--- config.mk ---
export PLATFORM = sky130hd
export DESIGN_NAME = i3c_target_device_flat
export DESIGN_NICKNAME = d
export VERILOG_FILES = /design/src/rtl/i3c_target_device_if.sv /design/src/rtl/i3c_target_device.sv /design/src/flat_wrapper.sv
export SDC_FILE = /design/constraint.sdc
export NUM_CORES = 1
export LEC_CHECK = 0
export ABC_AREA = 0
export ABC_CLOCK_PERIOD_IN_PS = 2400
export CORE_MARGIN = 5
export CORE_UTILIZATION = 53
export CTS_CLUSTER_SIZE = 10
export DETAILED_ROUTE_END_ITERATION = 10
export PLACE_DENSITY_LB_ADDON = 0.15
export SETUP_SLACK_MARGIN = 0.4
export SLEW_MARGIN = 20
export SYNTH_ARGS = -nofsm -noshare
export SYNTH_HDL_FRONTEND = slang
export SYNTH_SLANG_ARGS = --single-unit
--- constraint.sdc ---
create_clock -name clk -period 2.4 [get_ports clk]
set_input_delay 0.24 -clock clk [delete_from_list [all_inputs] [get_ports clk]]
set_output_delay 0.24 -clock clk [all_outputs]
set_load 0.05 [all_outputs]
--- src/rtl/i3c_target_device_if.sv ---
// i3c_target_device_if: SCL/SDA bus lines and IBI handshake of the I3C target.
interface i3c_target_device_if;
    logic       scl_i;
    logic       sda_i;
    logic       sda_oe;
    logic       ibi_req;
    logic       ibi_busy;
    logic       ibi_done;
    logic       da_valid;
    logic [6:0] dyn_addr;
    modport master (output scl_i, sda_i, ibi_req, input sda_oe, dyn_addr, da_valid, ibi_busy, ibi_done);
    modport slave (input scl_i, sda_i, ibi_req, output sda_oe, dyn_addr, da_valid, ibi_busy, ibi_done);
endinterface

--- src/rtl/i3c_target_device.sv ---
// i3c_target_device: I3C target answering ENTDAA, GETCAPS and RSTDAA, raising IBIs on an idle bus.
// Define I3C_TGT_PARITY_EN to require odd parity on the address byte assigned during ENTDAA.
module i3c_target_device #(
    parameter logic [7:0]  STATIC_ADDR     = 8'h50,
    parameter logic [7:0]  BCR_VAL         = 8'h06,
    parameter logic [7:0]  DCR_VAL         = 8'h00,
    parameter logic [7:0]  LVR_VAL         = 8'h00,
    parameter int unsigned IDLE_CYCLES     = 8,
    parameter int unsigned IBI_HOLD_CYCLES = 16
) (
    input logic clk,
    input logic reset_n,
    i3c_target_device_if.slave bus
);
    localparam int IW = $clog2(IDLE_CYCLES + 1);
    localparam int HW = $clog2(IBI_HOLD_CYCLES + 1);
    localparam logic [31:0] TX_WORD = {BCR_VAL, DCR_VAL, LVR_VAL, STATIC_ADDR};

    typedef enum logic [2:0] {IDLE, CMD, DAA_TX, DAA_RX, ADDR, CAPS_TX, IGNORE, IBI} state_t;
    state_t state, state_n;
    logic [1:0] scl_s, sda_s;
    logic scl, sda, scl_q, sda_q;
    logic scl_rise, scl_fall, start, stop;
    logic rx, tx, ack, ack_go, ack_end, tx_done, tx_bit, bus_idle, rstdaa, par_ok;
    logic [5:0] cnt, cnt_n;
    logic [7:0] sh, sh_n;
    logic [IW-1:0] idle_cnt, idle_n;
    logic [HW-1:0] hold_cnt, hold_n;
    logic oe, oe_n, dav, dav_n, busy, busy_n, done, done_n;
    logic [6:0] addr, addr_n;

    assign scl = scl_s[1];
    assign sda = sda_s[1];
    assign scl_rise = scl & ~scl_q;
    assign scl_fall = ~scl & scl_q;
    assign start = scl & scl_q & sda_q & ~sda;
    assign stop = scl & scl_q & ~sda_q & sda;
    assign rx = state inside {CMD, DAA_RX, ADDR};
    assign tx = state inside {DAA_TX, CAPS_TX};
    // cnt 8: byte received, ACK slot opens at next fall; cnt 9: inside ACK slot
    assign ack_go = scl_fall && cnt == 6'd8;
    assign ack_end = scl_fall && cnt == 6'd9;
    assign tx_done = scl_fall && cnt == (state == DAA_TX ? 6'd32 : 6'd24);
    assign tx_bit = TX_WORD[5'd31 - cnt[4:0]];
    assign bus_idle = idle_cnt == IW'(IDLE_CYCLES);
    assign rstdaa = state == CMD && ack_end && sh == 8'h06;
`ifdef I3C_TGT_PARITY_EN
    assign par_ok = sh[0] == ~^sh[7:1];
`else
    assign par_ok = 1'b1;
`endif
    assign ack = state == CMD ? (sh == 8'h07 && !dav) || sh == 8'h06
               : state == ADDR ? sh[7:1] == addr && !sh[0] && dav
               : par_ok;

    assign bus.sda_oe = oe;
    assign bus.dyn_addr = addr;
    assign bus.da_valid = dav;
    assign bus.ibi_busy = busy;
    assign bus.ibi_done = done;

    always_ff @(posedge clk or negedge reset_n)
        if (!reset_n) begin
            state <= IDLE;
            scl_s <= 2'b11;
            sda_s <= 2'b11;
            scl_q <= 1'b1;
            sda_q <= 1'b1;
            cnt <= '0;
            sh <= '0;
            idle_cnt <= '0;
            hold_cnt <= '0;
            oe <= 1'b0;
            dav <= 1'b0;
            addr <= '0;
            busy <= 1'b0;
            done <= 1'b0;
        end else begin
            state <= state_n;
            scl_s <= {scl_s[0], bus.scl_i};
            sda_s <= {sda_s[0], bus.sda_i};
            scl_q <= scl;
            sda_q <= sda;
            cnt <= cnt_n;
            sh <= sh_n;
            idle_cnt <= idle_n;
            hold_cnt <= hold_n;
            oe <= oe_n;
            dav <= dav_n;
            addr <= addr_n;
            busy <= busy_n;
            done <= done_n;
        end

    // IBI ignores START/STOP: its own SDA pull and release would look like both
    always_comb begin
        state_n = state;
        if (state == IBI)
            state_n = (scl_fall || hold_cnt == HW'(IBI_HOLD_CYCLES - 1)) ? IDLE : IBI;
        else if (start)
            state_n = CMD;
        else if (stop)
            state_n = IDLE;
        else
            case (state)
                IDLE: state_n = (busy && bus_idle) ? IBI : IDLE;
                CMD: if (ack_end) state_n = (sh == 8'h07 && !dav) ? DAA_TX : sh == 8'h08 ? ADDR : IGNORE;
                ADDR: if (ack_end) state_n = ack ? CAPS_TX : IGNORE;
                DAA_RX: if (ack_end) state_n = IGNORE;
                DAA_TX: if (tx_done) state_n = DAA_RX;
                CAPS_TX: if (tx_done) state_n = IGNORE;
                default: ;
            endcase
    end

    always_comb begin
        cnt_n = cnt;
        sh_n = sh;
        oe_n = oe;
        dav_n = dav;
        addr_n = addr;
        idle_n = '0;
        hold_n = '0;
        done_n = 1'b0;
        busy_n = done ? 1'b0 : busy | (bus.ibi_req & dav);
        if (state == IBI) begin
            hold_n = hold_cnt + 1'b1;
            oe_n = state_n == IBI;
            done_n = state_n != IBI;
        end else if (start || stop) begin
            cnt_n = '0;
            oe_n = 1'b0;
        end else if (state == IDLE) begin
            idle_n = ((scl ^ scl_q) || (sda ^ sda_q)) ? '0 : (scl && sda && !bus_idle) ? idle_cnt + 1'b1 : idle_cnt;
            oe_n = state_n == IBI;
        end else if (rx) begin
            if (scl_rise && cnt < 6'd8) begin
                sh_n = {sh[6:0], sda};
                cnt_n = cnt + 1'b1;
            end
            if (ack_go) begin
                cnt_n = 6'd9;
                oe_n = ack;
            end
            if (ack_end) begin
                cnt_n = '0;
                oe_n = (state_n == DAA_TX || state_n == CAPS_TX) && !TX_WORD[31];
                if (state == DAA_RX && ack) begin
                    dav_n = 1'b1;
                    addr_n = sh[7:1];
                end
                if (rstdaa) begin
                    dav_n = 1'b0;
                    addr_n = '0;
                    busy_n = 1'b0;
                end
            end
        end else if (tx) begin
            if (scl_rise)
                cnt_n = cnt + 1'b1;
            if (scl_fall) begin
                cnt_n = tx_done ? '0 : cnt;
                oe_n = !tx_done && !tx_bit;
            end
        end else
            oe_n = 1'b0;
    end
endmodule

--- src/flat_wrapper.sv ---
// flat-port wrapper written by rule: the top's interface ports become plain ports
module i3c_target_device_flat 
#(
    parameter logic [7:0]  STATIC_ADDR     = 8'h50,
    parameter logic [7:0]  BCR_VAL         = 8'h06,
    parameter logic [7:0]  DCR_VAL         = 8'h00,
    parameter logic [7:0]  LVR_VAL         = 8'h00,
    parameter int unsigned IDLE_CYCLES     = 8,
    parameter int unsigned IBI_HOLD_CYCLES = 16
)
  (clk, reset_n, bus_scl_i, bus_sda_i, bus_ibi_req, bus_sda_oe, bus_dyn_addr, bus_da_valid, bus_ibi_busy, bus_ibi_done);
  i3c_target_device_if bus_i ();
  input logic clk;
  input logic reset_n;
  input wire logic [$bits(bus_i.scl_i)-1:0] bus_scl_i;
  input wire logic [$bits(bus_i.sda_i)-1:0] bus_sda_i;
  input wire logic [$bits(bus_i.ibi_req)-1:0] bus_ibi_req;
  output wire logic [$bits(bus_i.sda_oe)-1:0] bus_sda_oe;
  output wire logic [$bits(bus_i.dyn_addr)-1:0] bus_dyn_addr;
  output wire logic [$bits(bus_i.da_valid)-1:0] bus_da_valid;
  output wire logic [$bits(bus_i.ibi_busy)-1:0] bus_ibi_busy;
  output wire logic [$bits(bus_i.ibi_done)-1:0] bus_ibi_done;
  assign bus_i.scl_i = bus_scl_i;
  assign bus_i.sda_i = bus_sda_i;
  assign bus_i.ibi_req = bus_ibi_req;
  assign bus_sda_oe = bus_i.sda_oe;
  assign bus_dyn_addr = bus_i.dyn_addr;
  assign bus_da_valid = bus_i.da_valid;
  assign bus_ibi_busy = bus_i.ibi_busy;
  assign bus_ibi_done = bus_i.ibi_done;
  i3c_target_device #(.STATIC_ADDR(STATIC_ADDR), .BCR_VAL(BCR_VAL), .DCR_VAL(DCR_VAL), .LVR_VAL(LVR_VAL), .IDLE_CYCLES(IDLE_CYCLES), .IBI_HOLD_CYCLES(IBI_HOLD_CYCLES)) u_core (.clk(clk), .reset_n(reset_n), .bus(bus_i));
endmodule
Yosys cells after proc, flatten, opt, wreduce, memory -nomap -nowiden
Memories as Yosys holds them, arrays and structs flattened.
Index checks and enable logic that the tools add are counted.
{"block": "op_classes", "n_addsub": 4, "order_cmp": 2, "eq_ne": 25, "n_mux": 54, "n_bitwise": 18, "reduce_logical": 34}
{"cell": "6-bit 2-to-1 mux", "n": 11}
{"cell": "3-bit 2-to-1 mux", "n": 11}
{"cell": "1-bit 2-to-1 mux", "n": 21}
{"cell": "4-bit 2-to-1 mux", "n": 5}
{"cell": "3-bit one-hot mux with 6 select lines", "n": 1}
{"cell": "8-bit by 3-bit equality test with 1-bit output, second input constant", "n": 2}
{"cell": "3-bit equality test, second input constant", "n": 5}
{"cell": "1-bit logical AND", "n": 14}
{"cell": "7-bit 2-to-1 mux", "n": 2}
{"cell": "6-bit by 4-bit equality test with 1-bit output, second input constant", "n": 2}
{"cell": "6-bit AND reduction", "n": 2}
{"cell": "3-bit by 2-bit equality test with 1-bit output, second input constant", "n": 3}
{"cell": "1-bit AND", "n": 8}
{"cell": "8-bit by 4-bit equality test with 1-bit output, second input constant", "n": 1}
{"cell": "7-bit equality test", "n": 1}
{"cell": "1-bit inverter", "n": 7}
{"cell": "6-bit by 1-bit adder with 6-bit output, second input constant", "n": 1}
{"cell": "6-bit equality test", "n": 1}
{"cell": "5-bit by 6-bit < comparator with 1-bit output, second input constant", "n": 1}
{"cell": "6-bit by 4-bit < comparator with 1-bit output, second input constant", "n": 1}
{"cell": "6-bit by 4-bit inequality test with 1-bit output, second input constant", "n": 1}
{"cell": "6-bit inequality test, second input constant", "n": 1}
{"cell": "3-bit nonzero test", "n": 2}
{"cell": "5-bit by 1-bit adder with 5-bit output, second input constant", "n": 1}
{"cell": "21 further kinds", "n": 32}
{"block": "word_totals", "ff_bits": 43, "romBits": 32, "in_bits": 5, "out_inout_bits": 11, "elab_cells": 152, "mem_count": 1}
{"memory": "(no name shown)", "words": 32, "word_bits": 1, "read_ports": 1, "rd_ports_with_merged_regs": 0, "write_ports": 0, "line_no": "i3c_target_device.sv:44", "source": "assign tx_bit = TX_WORD[5'd31 - cnt[4:0]];"}

Logic depth before layout (Yosys ltp)
{"block": "logic_depth", "ltp_word": 18, "mapped_depth": 10, "mapped_depth_nobuf": 10}

Least setup slack after synthesis
No wires, ideal clock.
{"block": "synth_path", "path_type": "register to register", "startpoint": "register u_core.scl_q", "endpoint": "register u_core.oe, in the netlist u_core.bus.sda_oe", "setup_ns": 0.094, "t_arrival_ns": 2.474, "required_time_ns": 2.306, "slack_ns": -0.168, "path_stages_with_launch": 9, "n_path_buf": 0, "period_less_slack_ns": 2.568, "cell_sequence": "dfstp_2 ha_1 nand4bb_1 nor3_1 o21ai_0 a21o_1 or4b_1 o41a_1 a211oi_1"}
{"block": "synth_between", "elab_chain_len": 14, "word_cells_on_any_way": 37, "classes_between": "5 x eq/ne; 17 x mux; 6 x bitwise; 9 x reduce/logical"}
{"element": "start, declared", "line_no": "i3c_target_device.sv:22", "source": "logic scl, sda, scl_q, sda_q;"}
{"element": "start signal, assigned", "line_no": "i3c_target_device.sv:82", "source": "scl_q <= scl;"}
{"element": "1-bit AND", "line_no": "i3c_target_device.sv:35", "source": "assign scl_fall = ~scl & scl_q;"}
{"element": "1-bit logical AND (on tied branches)", "line_no": "i3c_target_device.sv:43, i3c_target_device.sv:42"}
{"element": "3-bit 2-to-1 mux (on tied branches)"}
{"element": "3-bit one-hot mux with 6 select lines", "line_no": "i3c_target_device.sv:105", "source": "case (state)"}
{"element": "3-bit 2-to-1 mux", "line_no": "i3c_target_device.sv:102", "source": "else if (stop)"}
{"element": "3-bit 2-to-1 mux", "line_no": "i3c_target_device.sv:100", "source": "else if (start)"}
{"element": "3-bit 2-to-1 mux", "line_no": "i3c_target_device.sv:98", "source": "if (state == IBI)"}
{"element": "3-bit by 2-bit equality test with 1-bit output or 3-bit equality test (tied branches)", "line_no": "i3c_target_device.sv:147", "source": "oe_n = (state_n == DAA_TX || state_n == CAPS_TX) && !TX_WORD[31];"}
{"element": "1-bit logical OR", "line_no": "i3c_target_device.sv:147"}
{"element": "1-bit 2-to-1 mux", "line_no": "i3c_target_device.sv:145", "source": "if (ack_end) begin"}
{"element": "1-bit 2-to-1 mux", "line_no": "i3c_target_device.sv:136", "source": "end else if (rx) begin"}
{"element": "1-bit 2-to-1 mux", "line_no": "i3c_target_device.sv:133", "source": "end else if (state == IDLE) begin"}
{"element": "1-bit 2-to-1 mux", "line_no": "i3c_target_device.sv:130", "source": "end else if (start || stop) begin"}
{"element": "1-bit 2-to-1 mux", "line_no": "i3c_target_device.sv:126", "source": "if (state == IBI) begin"}
{"element": "end signal, assigned", "line_no": "i3c_target_device.sv:88", "source": "oe <= oe_n;"}
{"element": "end, declared", "line_no": "i3c_target_device.sv:29", "source": "logic oe, oe_n, dav, dav_n, busy, busy_n, done, done_n;"}
Parallel ways exist; a longest one is shown, timed or not. The select of a mux whose other input is x is not followed.
A chain may end at the register's enable or synchronous reset.

Worst setup path in the final report
{"block": "layout_path", "startpoint": "register u_core.scl_q", "endpoint": "register u_core.oe, in the netlist u_core.bus.sda_oe"}
{"block": "layout_between", "elab_chain_len": 14, "word_cells_on_any_way": 37, "classes_between": "5 x eq/ne; 17 x mux; 6 x bitwise; 9 x reduce/logical"}
{"element": "1-bit AND", "line_no": "i3c_target_device.sv:35"}
{"element": "1-bit logical AND (on tied branches)", "line_no": "i3c_target_device.sv:43, i3c_target_device.sv:42"}
{"element": "3-bit 2-to-1 mux (on tied branches)"}
{"element": "3-bit one-hot mux with 6 select lines", "line_no": "i3c_target_device.sv:105"}
{"element": "3-bit 2-to-1 mux", "line_no": "i3c_target_device.sv:102"}
{"element": "3-bit 2-to-1 mux", "line_no": "i3c_target_device.sv:100"}
{"element": "3-bit 2-to-1 mux *", "line_no": "i3c_target_device.sv:98"}
{"element": "via u_core.state_n[0]", "line_no": "i3c_target_device.sv:20", "source": "state_t state, state_n;"}
{"element": "3-bit by 2-bit equality test with 1-bit output or 3-bit equality test (tied branches)", "line_no": "i3c_target_device.sv:147"}
{"element": "1-bit logical OR", "line_no": "i3c_target_device.sv:147"}
{"element": "1-bit 2-to-1 mux", "line_no": "i3c_target_device.sv:145"}
{"element": "1-bit 2-to-1 mux", "line_no": "i3c_target_device.sv:136"}
{"element": "1-bit 2-to-1 mux", "line_no": "i3c_target_device.sv:133"}
{"element": "1-bit 2-to-1 mux", "line_no": "i3c_target_device.sv:130"}
{"element": "1-bit 2-to-1 mux *", "line_no": "i3c_target_device.sv:126"}
Mark *: on every way through the listed nets, which the timed path passes. The rest lies on a longest branch. The select of a mux whose other input is x is not followed.

==> qor.yml <==
clock_path_buffers: 2
port_buffers: 15
rsz0062_at_grt: "yes"
start_kind: "register"
critPathMaxFanout: 6
io_pins: 16
syn_to_final_growth_pct: 29.1
ys_seq_elements: 43
tightest_slew_ns: 0.501
synthArstFlopShare_pct: 100
critical-path-top-delay-family: "compound AO/OA/AOI/OAI gates"
worstSkewPairLatency_ns: 0.30
syn-cell-area_sq_um: 2440
status: "complete, but fails checks"
stdcell_count: 357
relSlewSlack_pct: 66.5
clkTransAtPathRegs_ns: 0.09
finalCritPeriodShare_pct: 102
overflow: 0
r2r-end: "u_core.bus.sda_oe$_DFFE_PN0P_"
dieArea_sq_um: 6070
required_ns: 2.62
synth.area.mux_share_pct: 6.81
cts_buffers: 5
root_buffer: "clkbuf_8"
yosys.cell_types.count: 48
nFillCells: 326
firstDrtPassIters: 4
clock_skew_ns: 0.00619
diodes: 0
p_leak_nw: 1.42
synth_edf_count: 0
ant_nets: 0
register_area_sq_um: 1080
dp_hpwl_mm: 4.14
first_global_vias: 2113
grt_pass1_wl_mm: 10.1
r2r-start: "u_core.scl_q$_DFF_PN1_"
end_kind: "register"
synth-xor-area-share_pct: 4.66
cap_violations: 0
wl_per_cell_um: 16.1
synth_top_family_by_area: "simple AND/OR/NAND/NOR gates"
multi_input_area_sq_um: 1380
ir_worst_vdd_uv: 503
p_total_mw: 2.78
min_period_ns: 2.44
worstPathArrival_ns: 2.67
hold_viol: 0
synthTopCellsByCount: "dfrtp_1, nand2_1, nor2_1, inv_1"
synth-simple-area-share_pct: 21.7
layout-drive-gt1-share_pct: 27.9
cts_sinks: 43
drc: 0
row_count: 24
htree_levels: 2
cts_tree: "built"
routed_wl_mm: 5.77
synth_seq_area_share_pct: 44.4
reg2reg_slack_ns: -0.04
syn_area_per_cell_sq_um: 9.69
synth_compound_area_share_pct: 13.6
violations: "negative setup slack"
p_per_area_nw_per_um2: 882
synth-adder-area-share_pct: 5.12
path_cells: "ha_4 > and4bb_2 > nand3_2 > o41ai_2 > a211o_1 > or4b_1 > o41a_1 > a211oi_2"
initial_core_util_pct: 55.3
yosysMostFrequentCell: "dfrtp_1"
die_w_um: 77.9
hold_path.class: "in -> async"
fin_ws_ns: -0.0432
worst_path_max_delay_cell: "dfstp_2"
max_stage_delay_ns: 0.57
fin_nets: 319
die_h_um: 77.9
synth_nets: 267
max_freq_mhz: 409
setup_viol: 1
drtIter0Drc: 194
core_sq_um: 4410
fin_util_pct: 71.4
gp_congestion: 0.910
ys_warn_count: 0
grt_usage_pct: 20.5
vias: 2120
place_inst: 342
synth_ff_type: "dfrtp_1"
antenna_found_initial: 0
synth_top_area_share_pct: 37.9
reg2regPathDepth: 8
via_per_inst: 5.94
synth.top_cells.by_area: "dfrtp_1, dfstp_2, mux2_2, ha_1, xnor2_1"
slew_viol_final: 0
cp.buffers_inverters: 0
grt_max_degree: 44
criticalPathCategory: "reg -> reg"
yosys.area.top_type: "dfrtp_1"
syn_inst: 252
repair_timing:
action | 4_1_cts | 5_1_grt
gates cloned | 0 | 1
setup endpoints to repair | 15 | 23
buffers inserted | 1 | 3
resized for setup | 5 | 7
hold buffers | 0 | 1
pin swaps | 0 | 6
hold endpoints to repair | 0 | 10
routing by layer:
| metal | track usage [%] | wire, um | up-vias |
|---|---|---|---|
| li1 | - | - | 1017 |
| met1 | 28.1 | 2510 | 1026 |
| met2 | 32.8 | 2800 | 61 |
| met3 | 4.05 | 301 | 16 |
| met4 | 6.19 | 150 | 0 |
| met5 | 0 | 0 | - |
layout by cell type (no fill, tap or decap), types with 5 or more instances in the layout:
| cell | Yosys | routed |
|---|---|---|
| mux2_2 | 13 | 13 |
| inv_1 | 15 | 14 |
| clkbuf_8 | 0 | 6 |
| dfrtp_1 | 37 | 37 |
| nor2_1 | 21 | 21 |
| o21ai_0 | 12 | 11 |
| xnor2_1 | 11 | 11 |
| or4_1 | 5 | 5 |
| nand2_1 | 24 | 23 |
| dfstp_2 | 6 | 6 |
| nand3_1 | 13 | 12 |
| buf_4 | 0 | 35 |
| ha_1 | 10 | 9 |
| clkdlybuf4s50_1 | 0 | 14 |
| a21o_1 | 5 | 5 |
| a21oi_1 | 6 | 5 |
worst reg2reg max path: stages, from the launching register on:
cell      delay, ns
dfstp_2        0.57
ha_4           0.17
and4bb_2       0.25
nand3_2        0.09
o41ai_2        0.34
a211o_1        0.20
or4b_1         0.44
o41a_1         0.14
a211oi_2       0.17
through the flow:
step           TNS [ns]  setup slack, ns  area [sq um]  hold slack [ns]
2_1_floorplan         0           0.0356          2520          -0.0556
3_3_place_gp   -0.00978         -0.00978          2920            0.346
3_5_place_dp    -0.0782          -0.0782          2920            0.349
4_1_cts         -0.0631          -0.0631          3070            0.122
5_1_grt          -0.397           -0.219          3150            0.326
6_report        -0.0432          -0.0432          3150            0.337
logic make-up after synthesis:
kind of cell | after synthesis
buffers and inverters | 24
xor gates and xnor gates | 13
AOI/OAI and AO/OA | 48
and+or+nand+nor | 99
muxes | 15
adders and majority gates | 10
DFF | 43
report_power, final:
group          leakage, nW  internal [mW]  switching (mW)
logic                0.804          0.546           0.614
registers            0.557          0.854           0.162
clock network       0.0618          0.342           0.261
total                 1.42           1.74            1.04
flip-flops by register name, indices dropped and copies added, names as in the netlist, 2 cells and up:
register / cells
u_core.idle_cnt: 4
u_core.sda_s: 2
u_core.sh: 8
u_core.cnt: 6
u_core.state: 3
u_core.hold_cnt: 5
u_core.scl_s: 2
u_core.bus.dyn_addr: 7
worst max path at each step:
| stage | slack [ns] | endpoint | startpoint | cells past startpoint |
|---|---|---|---|---|
| after floorplan | 0.04 | u_core.bus.sda_oe$_DFFE_PN0P_ | u_core.sh[7]$_DFFE_PN0P_ | 7 |
| after global placement | -0.01 | u_core.bus.sda_oe$_DFFE_PN0P_ | u_core.sh[7]$_DFFE_PN0P_ | 7 |
| after detailed placement | -0.08 | u_core.bus.sda_oe$_DFFE_PN0P_ | u_core.sh[7]$_DFFE_PN0P_ | 7 |
| after CTS | -0.06 | u_core.bus.sda_oe$_DFFE_PN0P_ | u_core.sh[7]$_DFFE_PN0P_ | 7 |
| after global routing | -0.22 | u_core.bus.sda_oe$_DFFE_PN0P_ | u_core.hold_cnt[0]$_DFF_PN0_ | 10 |
| final | -0.04 | u_core.bus.sda_oe$_DFFE_PN0P_ | u_core.scl_q$_DFF_PN1_ | 8 |
cell type report:
cell class	instances	share of cell area [%]
sequential	43	34.4
inverter	15	1.79
multi-input combinational	186	43.7
clock buffer	6	2.62
timing repair buffer	53	14.2
clock inverter	2	1.23
tap	52	2.06
(Power assumes the default switching activity.)
